File: config.mk
export PLATFORM = sky130hd
export DESIGN_NAME = axi_rd_burst_master
export DESIGN_NICKNAME = d
export VERILOG_FILES = /design/src/rtl/axi_rd_burst_master.sv
export SDC_FILE = /design/constraint.sdc
export NUM_CORES = 1
export LEC_CHECK = 0
export ABC_AREA = 1
export CAP_MARGIN = 30
export CORE_MARGIN = 4
export CORE_UTILIZATION = 38
export DETAILED_ROUTE_END_ITERATION = 8
export GPL_TIMING_DRIVEN = 0
export HOLD_SLACK_MARGIN = 0.08
export PLACE_DENSITY = 0.87
export SKIP_LAST_GASP = 1
export SLEW_MARGIN = 5
export SYNTH_ARGS = -nofsm -noshare
export SYNTH_HDL_FRONTEND = slang
export SYNTH_SLANG_ARGS = --single-unit
File: constraint.sdc
create_clock -name clk -period 3.3 [get_ports clk]
set_clock_uncertainty 0.05 [all_clocks]
set_input_delay 0.495 -clock clk [delete_from_list [all_inputs] [get_ports clk]]
set_output_delay 0.495 -clock clk [all_outputs]
set_load 0.05 [all_outputs]
File: src/rtl/axi_rd_burst_master.sv
// AXI4 read master: splits one linear read command into INCR bursts that are
// capped at 2^LEN_WIDTH beats and never cross a 4 KB page, and forwards the
// returned beats as a ready/valid stream.
module axi_rd_burst_master #(
  parameter int unsigned ADDR_WIDTH = 32,
  parameter int unsigned STRB_WIDTH = 8,
  parameter int unsigned LEN_WIDTH  = 4,
  parameter int unsigned SIZE_WIDTH = 3,
  parameter int unsigned ID_WIDTH   = 1,
  parameter int unsigned CNT_WIDTH  = 16
) (
  input  logic                    clk,
  input  logic                    rst,
  // command
  input  logic                    cmd_valid,
  output logic                    cmd_ready,
  input  logic [ADDR_WIDTH-1:0]   cmd_addr,
  input  logic [CNT_WIDTH-1:0]    cmd_beats,
  // AR channel
  output logic [ID_WIDTH-1:0]     ARID,
  output logic [ADDR_WIDTH-1:0]   ARADDR,
  output logic [LEN_WIDTH-1:0]    ARLEN,
  output logic [SIZE_WIDTH-1:0]   ARSIZE,
  output logic [1:0]              ARBURST,
  output logic                    ARLOCK,
  output logic [3:0]              ARCACHE,
  output logic [2:0]              ARPROT,
  output logic [3:0]              ARQOS,
  output logic [3:0]              ARREGION,
  output logic                    ARUSER,
  output logic                    ARVALID,
  input  logic                    ARREADY,
  // R channel
  input  logic [ID_WIDTH-1:0]     RID,
  input  logic [STRB_WIDTH*8-1:0] RDATA,
  input  logic [1:0]              RRESP,
  input  logic                    RLAST,
  input  logic                    RVALID,
  output logic                    RREADY,
  // output stream
  output logic                    out_valid,
  input  logic                    out_ready,
  output logic [STRB_WIDTH*8-1:0] out_data,
  output logic                    out_last,
  output logic                    done,
  output logic                    err
);

  localparam int unsigned SizeLog2 = $clog2(STRB_WIDTH);
  localparam int unsigned MaxBurst = 1 << LEN_WIDTH;
  localparam logic [LEN_WIDTH:0] BurstOne = 1;
  localparam logic [CNT_WIDTH-1:0] CntOne = 1;

  typedef enum logic [1:0] {StIdle, StAddr, StData, StDone} state_e;

  state_e                state_q;
  logic [ADDR_WIDTH-1:0] addr_q;    // address of the next beat to be requested/received
  logic [CNT_WIDTH-1:0]  remain_q;  // beats left in the whole command
  logic [LEN_WIDTH:0]    burst_q;   // beats left in the current burst
  logic [LEN_WIDTH-1:0]  arlen_q;
  logic                  arvalid_q;
  logic                  done_q;
  logic                  err_q;

  // Beats in the next burst: min(remaining, max burst, beats left in the 4 KB page).
  function automatic logic [LEN_WIDTH:0] burst_beats(input logic [ADDR_WIDTH-1:0] a,
                                                     input logic [CNT_WIDTH-1:0]  n);
    logic [ADDR_WIDTH-1:0] page;
    logic [ADDR_WIDTH-1:0] lim;
    logic [ADDR_WIDTH-1:0] rem;
    page = (ADDR_WIDTH'(4096) - ADDR_WIDTH'(a[11:0])) >> SizeLog2;
    lim  = ADDR_WIDTH'(MaxBurst);
    rem  = ADDR_WIDTH'(n);
    if (page < lim) lim = page;
    if (rem < lim) lim = rem;
    return lim[LEN_WIDTH:0];
  endfunction

  logic                  in_data;
  logic                  beat;
  logic                  burst_end;
  logic [ADDR_WIDTH-1:0] addr_nxt;
  logic [CNT_WIDTH-1:0]  remain_nxt;
  logic [LEN_WIDTH:0]    next_beats;
  logic [LEN_WIDTH:0]    first_beats;
  logic                  unused_rid;

  assign in_data     = (state_q == StData);
  assign beat        = in_data & RVALID & out_ready;
  assign burst_end   = (burst_q == BurstOne);
  assign addr_nxt    = addr_q + ADDR_WIDTH'(STRB_WIDTH);
  assign remain_nxt  = remain_q - CntOne;
  assign next_beats  = burst_beats(addr_nxt, remain_nxt);
  assign first_beats = burst_beats(cmd_addr, cmd_beats);
  assign unused_rid  = ^RID;

  assign cmd_ready = (state_q == StIdle) & ~rst;

  assign ARID     = '0;
  assign ARADDR   = addr_q;  // only advances in DATA, so stable while ARVALID is high
  assign ARLEN    = arlen_q;
  assign ARSIZE   = SIZE_WIDTH'(SizeLog2);
  assign ARBURST  = 2'b01;
  assign ARLOCK   = 1'b0;
  assign ARCACHE  = 4'b0011;
  assign ARPROT   = 3'b000;
  assign ARQOS    = 4'b0000;
  assign ARREGION = 4'b0000;
  assign ARUSER   = 1'b0;
  assign ARVALID  = arvalid_q;

  // R data passes straight through to the stream with no added latency
  assign RREADY    = in_data & out_ready;
  assign out_valid = in_data & RVALID;
  assign out_data  = RDATA;
  assign out_last  = in_data & (remain_q == CntOne);
  assign done      = done_q;
  assign err       = err_q;

  // Command FSM: issues one burst at a time, counts beats, flags response/RLAST errors
  always_ff @(posedge clk) begin
    if (rst) begin
      state_q   <= StIdle;
      addr_q    <= '0;
      remain_q  <= '0;
      burst_q   <= '0;
      arlen_q   <= '0;
      arvalid_q <= 1'b0;
      done_q    <= 1'b0;
      err_q     <= 1'b0;
    end else begin
      done_q <= 1'b0;
      unique case (state_q)
        StIdle: begin
          if (cmd_valid) begin
            addr_q   <= cmd_addr;
            remain_q <= cmd_beats;
            err_q    <= 1'b0;
            if (cmd_beats == '0) begin
              state_q <= StDone;
              done_q  <= 1'b1;
            end else begin
              state_q   <= StAddr;
              arvalid_q <= 1'b1;
              burst_q   <= first_beats;
              arlen_q   <= LEN_WIDTH'(first_beats - BurstOne);
            end
          end
        end
        StAddr: begin
          if (ARREADY) begin
            arvalid_q <= 1'b0;
            state_q   <= StData;
          end
        end
        StData: begin
          if (beat) begin
            addr_q   <= addr_nxt;
            remain_q <= remain_nxt;
            burst_q  <= burst_q - BurstOne;
            // The internal count decides burst boundaries; RLAST is only checked.
            if ((RRESP != 2'b00) || (RLAST != burst_end)) err_q <= 1'b1;
            if (burst_end) begin
              if (remain_nxt != '0) begin
                state_q   <= StAddr;
                arvalid_q <= 1'b1;
                burst_q   <= next_beats;
                arlen_q   <= LEN_WIDTH'(next_beats - BurstOne);
              end else begin
                state_q <= StDone;
                done_q  <= 1'b1;
              end
            end
          end
        end
        StDone: state_q <= StIdle;
        default: state_q <= StIdle;
      endcase
    end
  end

endmodule

==> results.toml, run 1 <==
[status]
status = "finished, violations left"
violations = "negative setup slack"

[route]
detail_route.wirelength_um = 19400
viasPerCell = 5.12
vias = 6529
drt-wirelength-per-cell_um = 15.2
drc = 0
drt-pass1-iter-count = 8
drt_iter0_drc = 643
antenna_left = 0

[cts]
cts_buffers = 9
cts_buffer_depth = 2
cts-root-buf = "clkbuf_16"
clk_latency_ns = 0.34
cts_tree = "done"
clock_sinks = 62
htree_levels = 3
clk_pin_slew_ns = 0.06

[setup_path]
crit_fanout = 5
cp.arrival_ns = 3.56
worstSetupEndpointType = "register"
cp-start-kind = "register"
critical_path_class = "register to register"
cp.required_ns = 3.46

[hold_path]
hold_path.class = "register to register"

[global_route]
grt_max_degree = 13
use_met2 = 0.372
antenna_found_initial = 1
grt.busiest_layer = "met2"
grtUsageMet1 = 0.272
gr-total-overflow = 0
grt_use_met3 = 0.0426
grt_pass1_vias = 6089
grt_util_all_layers = 0.221
grt_first_pass_wirelength_um = 29300

[power_and_ir_drop]
p_int_w = 0.00321
pwr-share-comb = 0.656
clkPwrFrac = 0.138
switchingPower_w = 0.00383
power_leakage_nw = 3.67
power_frac_seq = 0.207
vdd_drop_max_mv = 0.405
swShare = 0.544
powerDensity_nw_per_um2 = 858

[yosys]
synth_top_flop_cell = "dfxtp_1"
avgSynthCellArea_um2 = 6.33
synth_top_area_share = 0.229
yosysWarningCount = 0
ys_top_cells_by_area = "dfxtp_1 (23%), buf_4 (12%), nand2_1 (11%)"
async_flop_share = 0
yosysMostFrequentCell = "nand2_1"
ys_ff_latch = 62
synth_edf_count = 0
ys_seq_area_frac = 0.229
netlist_area_um2 = 5430
synth.cells.most_frequent = "nand2_1 (154), nor2_1 (114), buf_4 (87)"
syn_inst = 857
synth.distinct_cells = 43
synth_largest_area_cell = "dfxtp_1"

[sta]
min_period_over_period = 1.03
fin_ws_ns = -0.103
rsz0062_at_grt = "yes"
layout_min_cycle_time_ns = 3.40
maxSlewHeadroom = 0.571
setup_violations = 4
setup_tns_ns = -0.212
drv_slew = 0
hold_viol = 0
tightest_slew_ns = 0.644
fmax_mhz = 294

[final_layout]
area_growth_pct = 51.1
seq_area_um2 = 1260
nNetsFinal = 1235
multiInputGateArea_um2 = 3490
fin_cells = 1276
nFillCells = 1249
layout-drive-gt1-share = 0.207
design_area_um2 = 8200

[floorplanning]
start_util = 0.389
core_area_um2 = 13900
rows = 43
die_area_um2 = 16300
die_h_um = 127
ios = 252
chipWidth_um = 127

[flow_run]
drv_cap = 0

[placement]
placed_cells = 1229
preCtsSetupSlack_ns = -1.00
gp_congestion = 0.956
port-buffer-count = 163
post-dp-hpwl_um = 14400
dpl_cell_area_um2 = 7420
==> what timing repair did <==
item / CTS / global route
endpoints found under the setup margin: 11 / 12
resized for setup: 59 / 27
pin swaps: 34 / 21
hold buffers: 0 / 0
setup buffers: 23 / 5
==> power groups by stage <==
stage | sequential (W) | clock [W] | combinational (W)
6_report | 0.00145 | 0.000967 | 0.00461
5_1_grt | 0.00150 | 0.00101 | 0.00501
4_1_cts | 0.00144 | 0.000965 | 0.00441
3_5_place_dp | 0.00145 | 0 | 0.00418
3_3_place_gp | 0.00144 | 0 | 0.00413
2_1_floorplan | 0.00201 | 0 | 0.00239
==> per-layer routing <==
| layer | routed length, um | up-vias |
|---|---|---|
| li1 | - | 3171 |
| met1 | 7290 | 2917 |
| met2 | 9300 | 381 |
| met3 | 2050 | 60 |
| met4 | 728 | 0 |
| met5 | 0 | - |
==> worst max-delay path, stage by stage, from the launching register on <==
cell	delay [ns]
dfxtp_4	0.37
ha_4	0.17
nor2_1	0.18
nor2_4	0.06
nor2_1	0.18
nand3_1	0.11
nand2_1	0.12
nand2_2	0.08
buf_4	0.16
nor2_2	0.11
inv_1	0.08
ha_1	0.27
nand2_1	0.08
nor2_1	0.07
a211oi_2	0.18
nand2_1	0.10
nand2_2	0.11
buf_6	0.13
nand3_2	0.08
nand3_2	0.11
nand2_2	0.07
inv_2	0.09
ha_4	0.14
xnor2_2	0.10
a21oi_1	0.07
==> state kept, by name, indices dropped and copies added (netlist names) <==
name and cells:
burst_q 5, ARADDR 32, ARVALID 1, err 1, done 1, ARLEN 4
state_q 2, remain_q 16
==> cell usage in the layout, fill, tap and decap left out, types with 31 or more instances in the layout <==
cell,count
conb_1,31
a21oi_1,59
o21ai_0,51
inv_1,66
nor2_1,104
clkdlybuf4s50_1,150
nand3_1,40
nand2_1,140
buf_4,114
dfxtp_1,54
==> per-stage QoR <==
| stage | total power (W) | utilization | hold WS [ns] |
|---|---|---|---|
| 6_report | 0.00703 | 0.588 | 0.418 |
| 5_1_grt | 0.00752 | 0.588 | 0.462 |
| 3_3_place_gp | 0.00557 | 0.533 | 0.404 |
| 3_5_place_dp | 0.00563 | 0.533 | 0.414 |
| 2_1_floorplan | 0.00440 | - | 0.418 |
| 4_1_cts | 0.00681 | 0.578 | 0.423 |
==> logic make-up after synthesis <==
| logic type | after synthesis | share of synthesized area |
|---|---|---|
| AOI/OAI and AO/OA | 173 | 0.174 |
| xor gates and xnor gates | 30 | 0.0484 |
| adders and majority gates | 24 | 0.0554 |
| and+or+nand+nor | 368 | 0.294 |
| buffers and inverters | 198 | 0.198 |
| DFF | 62 | 0.229 |
| other | 2 | 0.00138 |
==> layout make-up <==
| cell class | instances | area share |
|---|---|---|
| clock buffer | 9 | 0.0275 |
| antenna | 2 | 0.000611 |
| multi-input combinational | 626 | 0.425 |
| timing repair buffer | 192 | 0.225 |
| tap | 180 | 0.0275 |
| sequential | 62 | 0.153 |
| inverter | 84 | 0.0389 |
| clock inverter | 7 | 0.00901 |
| buffer | 114 | 0.0928 |
==> path summary, 6_finish.rpt <==
path | from | end | slack (ns) | depth (start not counted)
worst min-delay path | ARVALID | ARVALID | 0.42 | 2
worst max-delay path | ARADDR[4] | ARLEN[2] | -0.10 | 24
worst min register to register | ARVALID | ARVALID | 0.42 | 2
worst max register to register | ARADDR[4] | ARLEN[2] | -0.10 | 24
No activity file was read; power rests on OpenSTA's default activity.
==> inputs of run 2 (changes only) <==
--- a/config.mk
+++ b/config.mk
@@ -11,7 +11,7 @@
 export CORE_UTILIZATION = 38
 export DETAILED_ROUTE_END_ITERATION = 8
 export GPL_TIMING_DRIVEN = 0
-export HOLD_SLACK_MARGIN = 0.08
+export HOLD_SLACK_MARGIN = 0.1
 export PLACE_DENSITY = 0.87
 export SKIP_LAST_GASP = 1
 export SLEW_MARGIN = 5
==> results of run 2 <==
Same layout as run 1: the final DEF is identical, and so are final timing and power.
